## src/rtl/pipe_pkg.sv

```systemverilog
// Shared pipeline-control definitions: forwarding-select encodings, hazard FSM
// states and the default register-address width.
package pipe_pkg;

  localparam int REG_AW_DEF = 5;

  localparam logic [1:0] FWD_REG = 2'b00;
  localparam logic [1:0] FWD_MEM = 2'b10;
  localparam logic [1:0] FWD_WB  = 2'b01;

  typedef enum logic [1:0] {
    HZ_IDLE  = 2'd0,
    HZ_RUN   = 2'd1,
    HZ_STALL = 2'd2
  } hz_state_t;

endpackage

```

## src/rtl/fwd_sel.sv

```systemverilog
// Per-operand forwarding priority compare: EX/MEM beats MEM/WB, $0 never matches,
// and a bubble in EX always reads the register file.
module fwd_sel
  import pipe_pkg::*;
#(
  parameter int REG_AW = REG_AW_DEF
) (
  input  logic              ex_vld,
  input  logic [REG_AW-1:0] ex_src,
  input  logic              mem_vld,
  input  logic              mem_regwrite,
  input  logic [REG_AW-1:0] mem_dest,
  input  logic              wb_vld,
  input  logic              wb_regwrite,
  input  logic [REG_AW-1:0] wb_dest,
  output logic [1:0]        sel
);

  always_comb begin
    sel = FWD_REG;
    if (ex_vld) begin
      if (mem_vld && mem_regwrite && (mem_dest != '0) && (mem_dest == ex_src)) begin
        sel = FWD_MEM;
      end else if (wb_vld && wb_regwrite && (wb_dest != '0) && (wb_dest == ex_src)) begin
        sel = FWD_WB;
      end
    end
  end

endmodule

```

## src/rtl/hazard_ctrl.sv

```systemverilog
// Hazard/sequencing controller for the 5-stage core: load-use stall, branch/jump
// flush, EX forwarding. Optional perf counters under `HAZ_PERF_CNT_EN.
module hazard_ctrl
  import pipe_pkg::*;
#(
  parameter int REG_AW    = REG_AW_DEF,
  parameter int STALL_MAX = 1
) (
  input  logic              clk_i,
  input  logic              rst_i,
  input  logic              start_i,
  input  logic              id_valid_i,
  input  logic              id_regwrite_i,
  input  logic              id_memread_i,
  input  logic              id_regdst_i,
  input  logic              id_branch_i,
  input  logic              id_jump_i,
  input  logic              id_eq_i,
  input  logic [REG_AW-1:0] id_rs_i,
  input  logic [REG_AW-1:0] id_rt_i,
  input  logic [REG_AW-1:0] id_rd_i,
  output logic              pc_write_o,
  output logic              ifid_write_o,
  output logic              ifid_flush_o,
  output logic              idex_bubble_o,
  output logic [1:0]        fwd_a_o,
  output logic [1:0]        fwd_b_o
`ifdef HAZ_PERF_CNT_EN
  ,
  output logic [15:0]       stall_cnt_o,
  output logic [15:0]       flush_cnt_o
`endif
);

  // A single bubble always suffices because the load reaches MEM after one cycle.
  generate
    if (STALL_MAX != 1) begin : g_bad_stall_max
      $error("hazard_ctrl: STALL_MAX must be 1");
    end
  endgenerate

  hz_state_t state_q, state_d;

  // Tracked stages: _p0 = EX, _p1 = MEM, _p2 = WB
  logic              vld_p0, regwrite_p0, memread_p0;
  logic [REG_AW-1:0] dest_p0, rs_p0, rt_p0;
  logic              vld_p1, regwrite_p1;
  logic [REG_AW-1:0] dest_p1;
  logic              vld_p2, regwrite_p2;
  logic [REG_AW-1:0] dest_p2;

  logic              active;
  logic              load_use;
  logic              redirect;
  logic [REG_AW-1:0] id_dest;
  logic [1:0]        fwd_a_raw, fwd_b_raw;

  assign active   = ((state_q == HZ_RUN) || (state_q == HZ_STALL)) && start_i;
  assign id_dest  = id_regdst_i ? id_rd_i : id_rt_i;
  assign redirect = id_valid_i && ((id_branch_i && id_eq_i) || id_jump_i);
  assign load_use = (state_q == HZ_RUN) && start_i && id_valid_i && vld_p0 && memread_p0 &&
                    (dest_p0 != '0) && ((dest_p0 == id_rs_i) || (dest_p0 == id_rt_i));

  always_comb begin
    state_d = state_q;
    case (state_q)
      HZ_IDLE:  if (start_i) state_d = HZ_RUN;
      HZ_RUN:   if (!start_i) state_d = HZ_IDLE;
                else if (load_use) state_d = HZ_STALL;
      HZ_STALL: state_d = start_i ? HZ_RUN : HZ_IDLE;
      default:  state_d = HZ_IDLE;
    endcase
  end

  always_comb begin
    pc_write_o    = 1'b0;
    ifid_write_o  = 1'b0;
    ifid_flush_o  = 1'b0;
    idex_bubble_o = 1'b1;
    fwd_a_o       = FWD_REG;
    fwd_b_o       = FWD_REG;
    if (active) begin
      fwd_a_o = fwd_a_raw;
      fwd_b_o = fwd_b_raw;
      if (!load_use) begin
        pc_write_o    = 1'b1;
        ifid_write_o  = 1'b1;
        ifid_flush_o  = redirect;
        idex_bubble_o = ~id_valid_i;
      end
    end
  end

  always_ff @(posedge clk_i) begin
    if (!rst_i) state_q <= HZ_IDLE;
    else        state_q <= state_d;
  end

  // ID -> EX -> MEM -> WB shift; frozen whenever the core is not running
  always_ff @(posedge clk_i) begin
    if (!rst_i) begin
      vld_p0 <= 1'b0; regwrite_p0 <= 1'b0; memread_p0 <= 1'b0;
      dest_p0 <= '0;  rs_p0 <= '0;         rt_p0 <= '0;
      vld_p1 <= 1'b0; regwrite_p1 <= 1'b0; dest_p1 <= '0;
      vld_p2 <= 1'b0; regwrite_p2 <= 1'b0; dest_p2 <= '0;
    end else if (active) begin
      vld_p2      <= vld_p1;
      regwrite_p2 <= regwrite_p1;
      dest_p2     <= dest_p1;
      vld_p1      <= vld_p0;
      regwrite_p1 <= regwrite_p0;
      dest_p1     <= dest_p0;
      if (load_use || !id_valid_i) begin
        vld_p0 <= 1'b0; regwrite_p0 <= 1'b0; memread_p0 <= 1'b0;
        dest_p0 <= '0;  rs_p0 <= '0;         rt_p0 <= '0;
      end else begin
        vld_p0      <= 1'b1;
        regwrite_p0 <= id_regwrite_i;
        memread_p0  <= id_memread_i;
        dest_p0     <= id_dest;
        rs_p0       <= id_rs_i;
        rt_p0       <= id_rt_i;
      end
    end
  end

  fwd_sel #(.REG_AW(REG_AW)) u_fwd_a (
    .ex_vld(vld_p0), .ex_src(rs_p0),
    .mem_vld(vld_p1), .mem_regwrite(regwrite_p1), .mem_dest(dest_p1),
    .wb_vld(vld_p2), .wb_regwrite(regwrite_p2), .wb_dest(dest_p2),
    .sel(fwd_a_raw)
  );

  fwd_sel #(.REG_AW(REG_AW)) u_fwd_b (
    .ex_vld(vld_p0), .ex_src(rt_p0),
    .mem_vld(vld_p1), .mem_regwrite(regwrite_p1), .mem_dest(dest_p1),
    .wb_vld(vld_p2), .wb_regwrite(regwrite_p2), .wb_dest(dest_p2),
    .sel(fwd_b_raw)
  );

`ifdef HAZ_PERF_CNT_EN
  function automatic logic [15:0] sat_inc(input logic [15:0] v);
    return (v == 16'hFFFF) ? v : v + 16'd1;
  endfunction

  always_ff @(posedge clk_i) begin
    if (!rst_i) begin
      stall_cnt_o <= '0;
      flush_cnt_o <= '0;
    end else begin
      if (load_use)     stall_cnt_o <= sat_inc(stall_cnt_o);
      if (ifid_flush_o) flush_cnt_o <= sat_inc(flush_cnt_o);
    end
  end
`endif

endmodule

```

## config.mk

```make
export PLATFORM = sky130hd
export DESIGN_NAME = hazard_ctrl
export DESIGN_NICKNAME = d
export VERILOG_FILES = /design/src/rtl/pipe_pkg.sv /design/src/rtl/fwd_sel.sv /design/src/rtl/hazard_ctrl.sv
export SDC_FILE = /design/constraint.sdc
export NUM_CORES = 1
export LEC_CHECK = 0
export ABC_AREA = 1
export CAP_MARGIN = 10
export CORE_ASPECT_RATIO = 0.5
export CORE_MARGIN = 2
export CORE_UTILIZATION = 48
export DETAILED_ROUTE_END_ITERATION = 7
export HOLD_SLACK_MARGIN = 0.1
export PLACE_DENSITY_LB_ADDON = 0.2
export SYNTH_ARGS = -nofsm -noshare
export SYNTH_HDL_FRONTEND = slang
export SYNTH_SLANG_ARGS = --single-unit
```

## constraint.sdc

```tcl
create_clock -name clk_i -period 1.6 [get_ports clk_i]
set_clock_uncertainty 0.05 [all_clocks]
set_input_delay 0.32 -clock clk_i [delete_from_list [all_inputs] [get_ports clk_i]]
set_output_delay 0.32 -clock clk_i [all_outputs]
set_load 0.05 [all_outputs]
```

==> results.py, run 1 <==
metrics = {
    "power_and_ir_drop": {
        "powerDensity_nw_per_um2": 721,
        "relative_contribution_of_the_clock_network_to_total_power_pct": 31.2,
        "power_switching_share_pct": 30.8,
        "p_switching_uw": 678,
        "p_leak_nw": 1.35,
        "irDropWorstVdd_uv": 358,
        "total_internal_power_mw": 1.52,
        "part_of_the_total_power_dissipated_in_combinational_logic_pct": 26.2,
        "seqPwrFrac_pct": 42.7,
    },
    "sta": {
        "timing.final.crit_period_ns": 2.09,
        "finalSetupViolations": 11,
        "slew_viol_final": 0,
        "worst_pin_slew_ns": 0.343,
        "rsz0062_at_grt": "true",
        "timing.final.hold_violations": 0,
        "worst_slew_margin_rel_pct": 77.1,
        "finalWorstSetupSlack_ns": -0.486,
        "fmaxAchievable_mhz": 479,
        "crit_share_post_route_pct": 130,
    },
    "yosys": {
        "syn_nets": 303,
        "distinct_cell_type_count_after_synthesis": 30,
        "post_synth.cell_area_avg_um2": 7.11,
        "synth_cells": 274,
        "asyncSetResetFlopFracSynth_pct": 0,
        "netlist_area_um2": 1950,
        "synth_largest_type_area_fraction_pct": 35.0,
        "synth_flop_cell": "sky130_fd_sc_hd__dfxtp_1",
        "synth_seq_cells": 34,
        "yosys_warnings": 0,
        "synth_top_cell_by_area": "sky130_fd_sc_hd__dfxtp_1",
        "synth-seq-area-share_pct": 35.0,
        "synthTopCellsByArea": "sky130_fd_sc_hd__dfxtp_1 (35%), sky130_fd_sc_hd__nand2_1 (11%), sky130_fd_sc_hd__a21oi_1 (6.9%)",
        "synth-edff-count": 0,
    },
    "die": {
        "initial_core_util_pct": 49.9,
        "die_y_um": 49.0,
        "floorplan.io_pins": 33,
        "area_of_the_die_um2": 4610,
        "design.core.area_um2": 3900,
        "die_w_um": 94.1,
        "core.rowCount": 16,
    },
    "min_path": {
        "holdCritPathClass": "input port to flop",
        "min_delay_path_depth": 3,
    },
    "grt": {
        "grt_pass1_vias": 2073,
        "grt_pass1_wl_mm": 9.33,
        "grt_util_all_layers_pct": 26.0,
        "antenna_violations_before_repair": 0,
        "maximum_number_of_pins_on_one_net_before_global_route_repair": 26,
        "grt_overflow_total": 0,
    },
    "worst_setup_path": {
        "critical_path.max_stage_delay_ns": 0.36,
        "arrival_ns": 1.72,
        "timing.critical_path.cells": "inv_2 -> ha_4 -> nand2_4 -> nor2_4 -> buf_4 -> buf_6 -> inv_2 -> nor2_4 -> buf_12",
        "crit_path_end_kind": "output port",
        "critPathLaunchType": "flop",
        "critical_path_depth": 9,
        "worst-r2r-cell-count": 8,
        "rrSetupSlack_ns": -0.01,
        "crit_type": "flop to output port",
        "critical_path_required_ns": 1.23,
        "critical-path-top-delay-family": "buffers and inverters",
        "crit_path_max_fanout": 3,
        "cp_slowest_cell": "sky130_fd_sc_hd__dfxtp_2",
        "cp_num_buf_inv": 5,
    },
    "placement": {
        "port-buffer-count": 32,
        "dp.final_hpwl_mm": 3.97,
        "dpl.cell_count": 386,
        "dp_slack_ns": -0.573,
        "globalplace.congestion": 0.896,
        "dpl_cell_area_um2": 2730,
    },
    "routing": {
        "detail_route.vias_per_cell": 5.30,
        "drt-initial-drc-count": 92,
        "post_detailed_route_drc_marker_count": 0,
        "routed_wl_mm": 5.95,
        "num_vias": 2137,
        "route.antenna.remaining_nets": 0,
        "routed_wire_length_per_instance_um": 14.8,
        "drt-pass1-iter-count": 4,
    },
    "clock_tree": {
        "cts_sinks": 34,
        "clock_tree.buffer_depth": 2,
        "clock_insertion_delay_worst_skew_ns": 0.29,
        "worst_setup_hold_path_clk_slew_ns": 0.08,
        "htree_levels": 2,
        "cts_inserted_buffers": 5,
        "cts-root-buf": "sky130_fd_sc_hd__clkbuf_8",
        "tritoncts": "done",
    },
    "run_status": {
        "status": "finished with violations",
        "failed_checks": "setup timing",
    },
    "finish": {
        "final_cells": 403,
        "fillerInstances": 260,
        "fin_nets": 377,
        "layout.cell_area.non_filler_um2": 3050,
        "final_core_utilization_pct": 78.2,
        "layout-area-overhead-vs-synth_pct": 56.8,
        "drive_gt1_share_pct": 37.0,
        "num_antenna_cells": 0,
    },
    "job": {
        "maxCapViolations": 0,
    },
}
[worst reg2reg max path: stages, from the launching register on]
cell and delay, ns:
sky130_fd_sc_hd__dfxtp_2 0.36, sky130_fd_sc_hd__inv_2 0.06, sky130_fd_sc_hd__ha_4 0.24, sky130_fd_sc_hd__nand2_4 0.09, sky130_fd_sc_hd__buf_6 0.21, sky130_fd_sc_hd__inv_2 0.08, sky130_fd_sc_hd__buf_4 0.19, sky130_fd_sc_hd__o21ai_0 0.16
sky130_fd_sc_hd__a21oi_1 0.06
[layout by cell type (no fill, tap or decap), drive strengths merged, types with 2 or more instances in the layout]
master / count
nand4: 17
dlygate4sd2: 9
mux2: 2
clkdlybuf4s50: 14
xnor2: 8
nand3: 11
nor3: 6
ha: 4
inv: 25
buf: 56
or2: 3
dfxtp: 34
nand2: 62
clkbuf: 6
nor2: 28
xor2: 12
a21oi: 30
o21ai: 16
[state kept, by name (all words and copies together) (netlist names)]
register	cells
dest_p0	5
dest_p1	5
dest_p2	5
rs_p0	5
rt_p0	5
state_q	2
memread_p0	1
regwrite_p0	1
regwrite_p1	1
regwrite_p2	1
vld_p0	1
vld_p1	1
vld_p2	1
[through the flow]
stage	power (mW)	setup TNS, ns	hold slack (ns)
CTS	2.15	-3.41	0.422
detailed placement	1.45	-12.25	0.411
finish	2.20	-3.71	0.364
global route	2.30	-4.88	0.400
global placement	1.44	-11.18	0.400
floorplan	1.23	-1.67	0.391
[Yosys cell counts, drive strengths merged, types with 6 or more instances]
master	number
nand2	61
dfxtp	34
a21oi	30
nor2	28
inv	24
nand4	17
o21ai	16
xor2	12
nand3	11
buf	9
xnor2	8
nor3	6
[final timing paths]
check	end	startpoint
hold reg to reg	regwrite_p0	regwrite_p0
setup / recovery	fwd_a_o[1]	state_q[0]
setup reg to reg	dest_p1[2]	state_q[0]
hold / removal	rs_p0[2]	id_rs_i[2]
[power by group through the flow]
stage | clock [mW] | sequential [mW] | combinational [mW]
final | 0.686 | 0.939 | 0.576
after global routing | 0.728 | 0.947 | 0.624
after CTS | 0.683 | 0.939 | 0.530
after detailed placement | 0 | 0.956 | 0.499
after global placement | 0 | 0.953 | 0.484
after floorplan | 0 | 0.949 | 0.283
[layout make-up]
type                            count  area [um2]  area share [%]
Multi-Input combinational cell    202        1290            42.4
Timing Repair Buffer               80         800            26.2
Sequential cell                    34         703            23.0
Inverter                           25        93.8            3.07
Clock buffer                        6        82.6            2.70
Tap cell                           54        67.6            2.21
Clock inverter                      2        12.5           0.410
[metal layers]
metal	vias to the layer above	track usage [%]	routed length [um]
met5	-	0	0
met4	0	8.94	62
met3	11	6.03	383
met2	77	44.3	3020
met1	993	32.7	2480
li1	1056	-	-
[logic make-up after synthesis]
| kind of cell | share of synthesized area [%] |
|---|---|
| buf+inv | 9.06 |
| flops | 35.0 |
| fa+ha+maj | 2.57 |
| xor+xnor | 9.00 |
| mux | 1.16 |
| compound gates | 12.9 |
| simple gates | 30.4 |
[timing repair]
| item | CTS | global route |
|---|---|---|
| pin swaps | 9 | 8 |
| endpoints found under the setup margin | 39 | 36 |
| gates resized for setup | 25 | 32 |
| hold buffers | 0 | 0 |
| cloned | 0 | 1 |
| setup buffers | 3 | 5 |
Note: power is estimated with default switching activity, not from simulation.
==> run 2: changes to the inputs <==
--- a/config.mk
+++ b/config.mk
@@ -9,8 +9,9 @@
 export CAP_MARGIN = 10
 export CORE_ASPECT_RATIO = 0.5
 export CORE_MARGIN = 2
-export CORE_UTILIZATION = 48
+export CORE_UTILIZATION = 53
 export DETAILED_ROUTE_END_ITERATION = 7
+export GPL_TIMING_DRIVEN = 0
 export HOLD_SLACK_MARGIN = 0.1
 export PLACE_DENSITY_LB_ADDON = 0.2
 export SYNTH_ARGS = -nofsm -noshare
==> constraint.sdc (replaced) <==
create_clock -name clk_i -period 2.13 [get_ports clk_i]
set_clock_uncertainty 0.05 [all_clocks]
set_input_delay 0.426 -clock clk_i [delete_from_list [all_inputs] [get_ports clk_i]]
set_output_delay 0.426 -clock clk_i [all_outputs]
set_load 0.05 [all_outputs]
==> run 2 against run 1 <==
The flow still finishes with violations (setup timing). Wire length decreased by 7.9%. Non-clock buffer count decreased by 27. Sequential share of layout area increased by 2.9 points. Setup slack improved by 0.41 ns. Critical endpoint is now fwd_b_o[0]. Largest cell class unchanged. Highest routed layer unchanged.
==> results.py, run 2 (same netlist as run 1, synthesis figures left out) <==
metrics = {
    "clock_tree": {
        "tritoncts": "done",
        "clock_insertion_delay_worst_skew_ns": 0.30,
        "cts-root-buf": "sky130_fd_sc_hd__clkbuf_8",
        "cts_sinks": 34,
        "cts_inserted_buffers": 5,
        "worst_setup_hold_path_clk_slew_ns": 0.08,
        "clock_tree.buffer_depth": 2,
        "htree_levels": 2,
    },
    "worst_setup_path": {
        "critical_path_required_ns": 1.65,
        "r2r_path_end": "rs_p0[2]",
        "crit_path_max_fanout": 3,
        "rrSetupSlack_ns": 0.40,
        "worst-r2r-cell-count": 8,
        "critical_path.reg2reg.startpoint": "state_q[0]",
        "arrival_ns": 1.73,
        "crit_type": "flop to output port",
        "crit_path_end_kind": "output port",
        "critPathLaunchType": "flop",
    },
    "finish": {
        "layout.cell_area.non_filler_um2": 2650,
        "multi_input_area_um2": 1200,
        "fillerInstances": 242,
        "drive_gt1_share_pct": 23.1,
        "num_antenna_cells": 0,
        "final_cells": 372,
        "fin_nets": 349,
        "final_common_cell": "sky130_fd_sc_hd__nand2_1",
        "seq_area_um2": 688,
        "final_cell_mix": "sky130_fd_sc_hd__nand2_1 (55), sky130_fd_sc_hd__dfxtp_1 (28), sky130_fd_sc_hd__a21oi_1 (27)",
        "layout-area-overhead-vs-synth_pct": 36.3,
    },
    "routing": {
        "post_detailed_route_drc_marker_count": 0,
        "detail_route.vias_per_cell": 5.39,
        "routed_wire_length_per_instance_um": 14.7,
        "num_vias": 2005,
        "drt-pass1-iter-count": 4,
        "route.antenna.remaining_nets": 0,
        "drt-initial-drc-count": 158,
        "routed_wl_mm": 5.47,
    },
    "sta": {
        "timing.final.crit_period_ns": 2.20,
        "timing.final.hold_violations": 0,
        "finalSetupViolations": 3,
        "finalWorstSetupSlack_ns": -0.0730,
        "rsz0062_at_grt": "true",
        "crit_share_post_route_pct": 103,
        "fmaxAchievable_mhz": 454,
        "slew_viol_final": 0,
        "fin_hold_ws_ns": 0.431,
        "worst_slew_margin_rel_pct": 67.8,
        "worst_pin_slew_ns": 0.483,
    },
    "power_and_ir_drop": {
        "irDropWorstVdd_uv": 390,
        "part_of_the_total_power_dissipated_in_combinational_logic_pct": 19.0,
        "p_switching_uw": 492,
        "total_power_mw": 1.82,
        "relative_contribution_of_the_clock_network_to_total_power_pct": 42.0,
        "powerDensity_nw_per_um2": 685,
        "power_switching_share_pct": 27.0,
        "p_leak_nw": 1.18,
        "total_internal_power_mw": 1.33,
        "seqPwrFrac_pct": 39.0,
    },
    "grt": {
        "maximum_number_of_pins_on_one_net_before_global_route_repair": 12,
        "grt_util_all_layers_pct": 27.6,
        "grt_overflow_total": 0,
        "grt_pass1_vias": 1880,
        "antenna_violations_before_repair": 0,
        "grt_pass1_wl_mm": 8.66,
    },
    "die": {
        "initial_core_util_pct": 56.1,
        "die_y_um": 46.9,
        "core.rowCount": 15,
        "area_of_the_die_um2": 4200,
        "design.core.area_um2": 3470,
        "die_w_um": 89.7,
        "floorplan.io_pins": 33,
    },
    "placement": {
        "dpl_cell_area_um2": 2380,
        "dp.final_hpwl_mm": 3.82,
        "dpl.cell_count": 355,
        "globalplace.congestion": 0.901,
        "port-buffer-count": 30,
    },
    "run_status": {
        "status": "finished with violations",
        "failed_checks": "setup timing",
    },
    "min_path": {
        "worstHoldEndpoint": "regwrite_p0",
        "hold_path_startpoint": "regwrite_p0",
        "min_delay_path_depth": 2,
        "holdCritPathClass": "flop to flop",
    },
    "job": {
        "maxCapViolations": 0,
    },
}
run 2: changes by cell type in the layout (fill, tap and decap cells not counted), moves of 4 or more:
cell,previous run,this run
sky130_fd_sc_hd__a21oi_2,6,2
sky130_fd_sc_hd__inv_1,14,19
sky130_fd_sc_hd__buf_8,0,5
sky130_fd_sc_hd__inv_2,11,5
sky130_fd_sc_hd__a21oi_1,23,27
sky130_fd_sc_hd__dfxtp_1,22,28
sky130_fd_sc_hd__buf_4,40,10
sky130_fd_sc_hd__buf_12,10,0
sky130_fd_sc_hd__buf_2,0,5
run 2: repair_timing:
action / in CTS / in global routing
setup endpoints to repair: 8 / 8
pin swaps: 7 / 2
hold buffers: 0 / 0
setup buffers: 7 / 2
gates resized for setup: 74 / 15
run 2: worst max path at each step:
stage	slack, ns	depth (start not counted)	startpoint	end
after floorplan	-0.20	9	state_q[1]	ifid_flush_o
after global placement	-0.86	7	start_i	fwd_b_o[0]
after detailed placement	-0.89	7	start_i	fwd_b_o[0]
after CTS	-0.07	8	state_q[1]	fwd_b_o[0]
after global routing	-0.15	8	state_q[0]	fwd_b_o[0]
final	-0.07	8	state_q[0]	fwd_b_o[0]
run 2: power groups by stage:
| stage | logic [mW] | clock network [mW] | registers [mW] |
|---|---|---|---|
| global placement | 0.299 | 0 | 0.719 |
| finish | 0.346 | 0.763 | 0.710 |
| CTS | 0.330 | 0.763 | 0.707 |
| floorplan | 0.211 | 0 | 0.712 |
| global route | 0.382 | 0.787 | 0.714 |
| detailed placement | 0.309 | 0 | 0.722 |
run 2: through the flow:
step	util [%]	setup TNS (ns)	setup WS [ns]
3_3_place_gp	68.6	-6.15	-0.864
4_1_cts	74.8	-0.160	-0.0741
2_1_floorplan	-	-0.207	-0.204
3_5_place_dp	68.6	-6.25	-0.887
5_1_grt	76.4	-0.547	-0.153
6_report	76.4	-0.181	-0.0730
run 2: worst max-delay path, cell delays in order, from the launching register on:
cell and delay, ns:
sky130_fd_sc_hd__dfxtp_2 0.34, sky130_fd_sc_hd__inv_2 0.05, sky130_fd_sc_hd__ha_4 0.26, sky130_fd_sc_hd__nand2_4 0.05
sky130_fd_sc_hd__buf_8 0.13, sky130_fd_sc_hd__nor2_4 0.11, sky130_fd_sc_hd__nand3_2 0.11, sky130_fd_sc_hd__nor3b_4 0.19
sky130_fd_sc_hd__buf_6 0.18
run 2: layer usage:
layer / share of wire [%] / global-route usage, % / vias to the layer above
met5: 0 / 0 / -
met4: 1.3 / 12.9 / 0
met3: 7.3 / 6.58 / 7
met2: 49 / 50.5 / 81
met1: 43 / 32.9 / 928
li1: - / - / 989
run 2: area by class of cell:
type                            instances  share of cell area, %
Multi-Input combinational cell        201                   45.1
Sequential cell                        34                   25.9
Timing Repair Buffer                   39                   14.0
Buffer                                 14                   3.68
Inverter                               25                   3.54
Clock buffer                            6                   3.11
Tap cell                               51                   2.40
Clock inverter                          2                   2.26
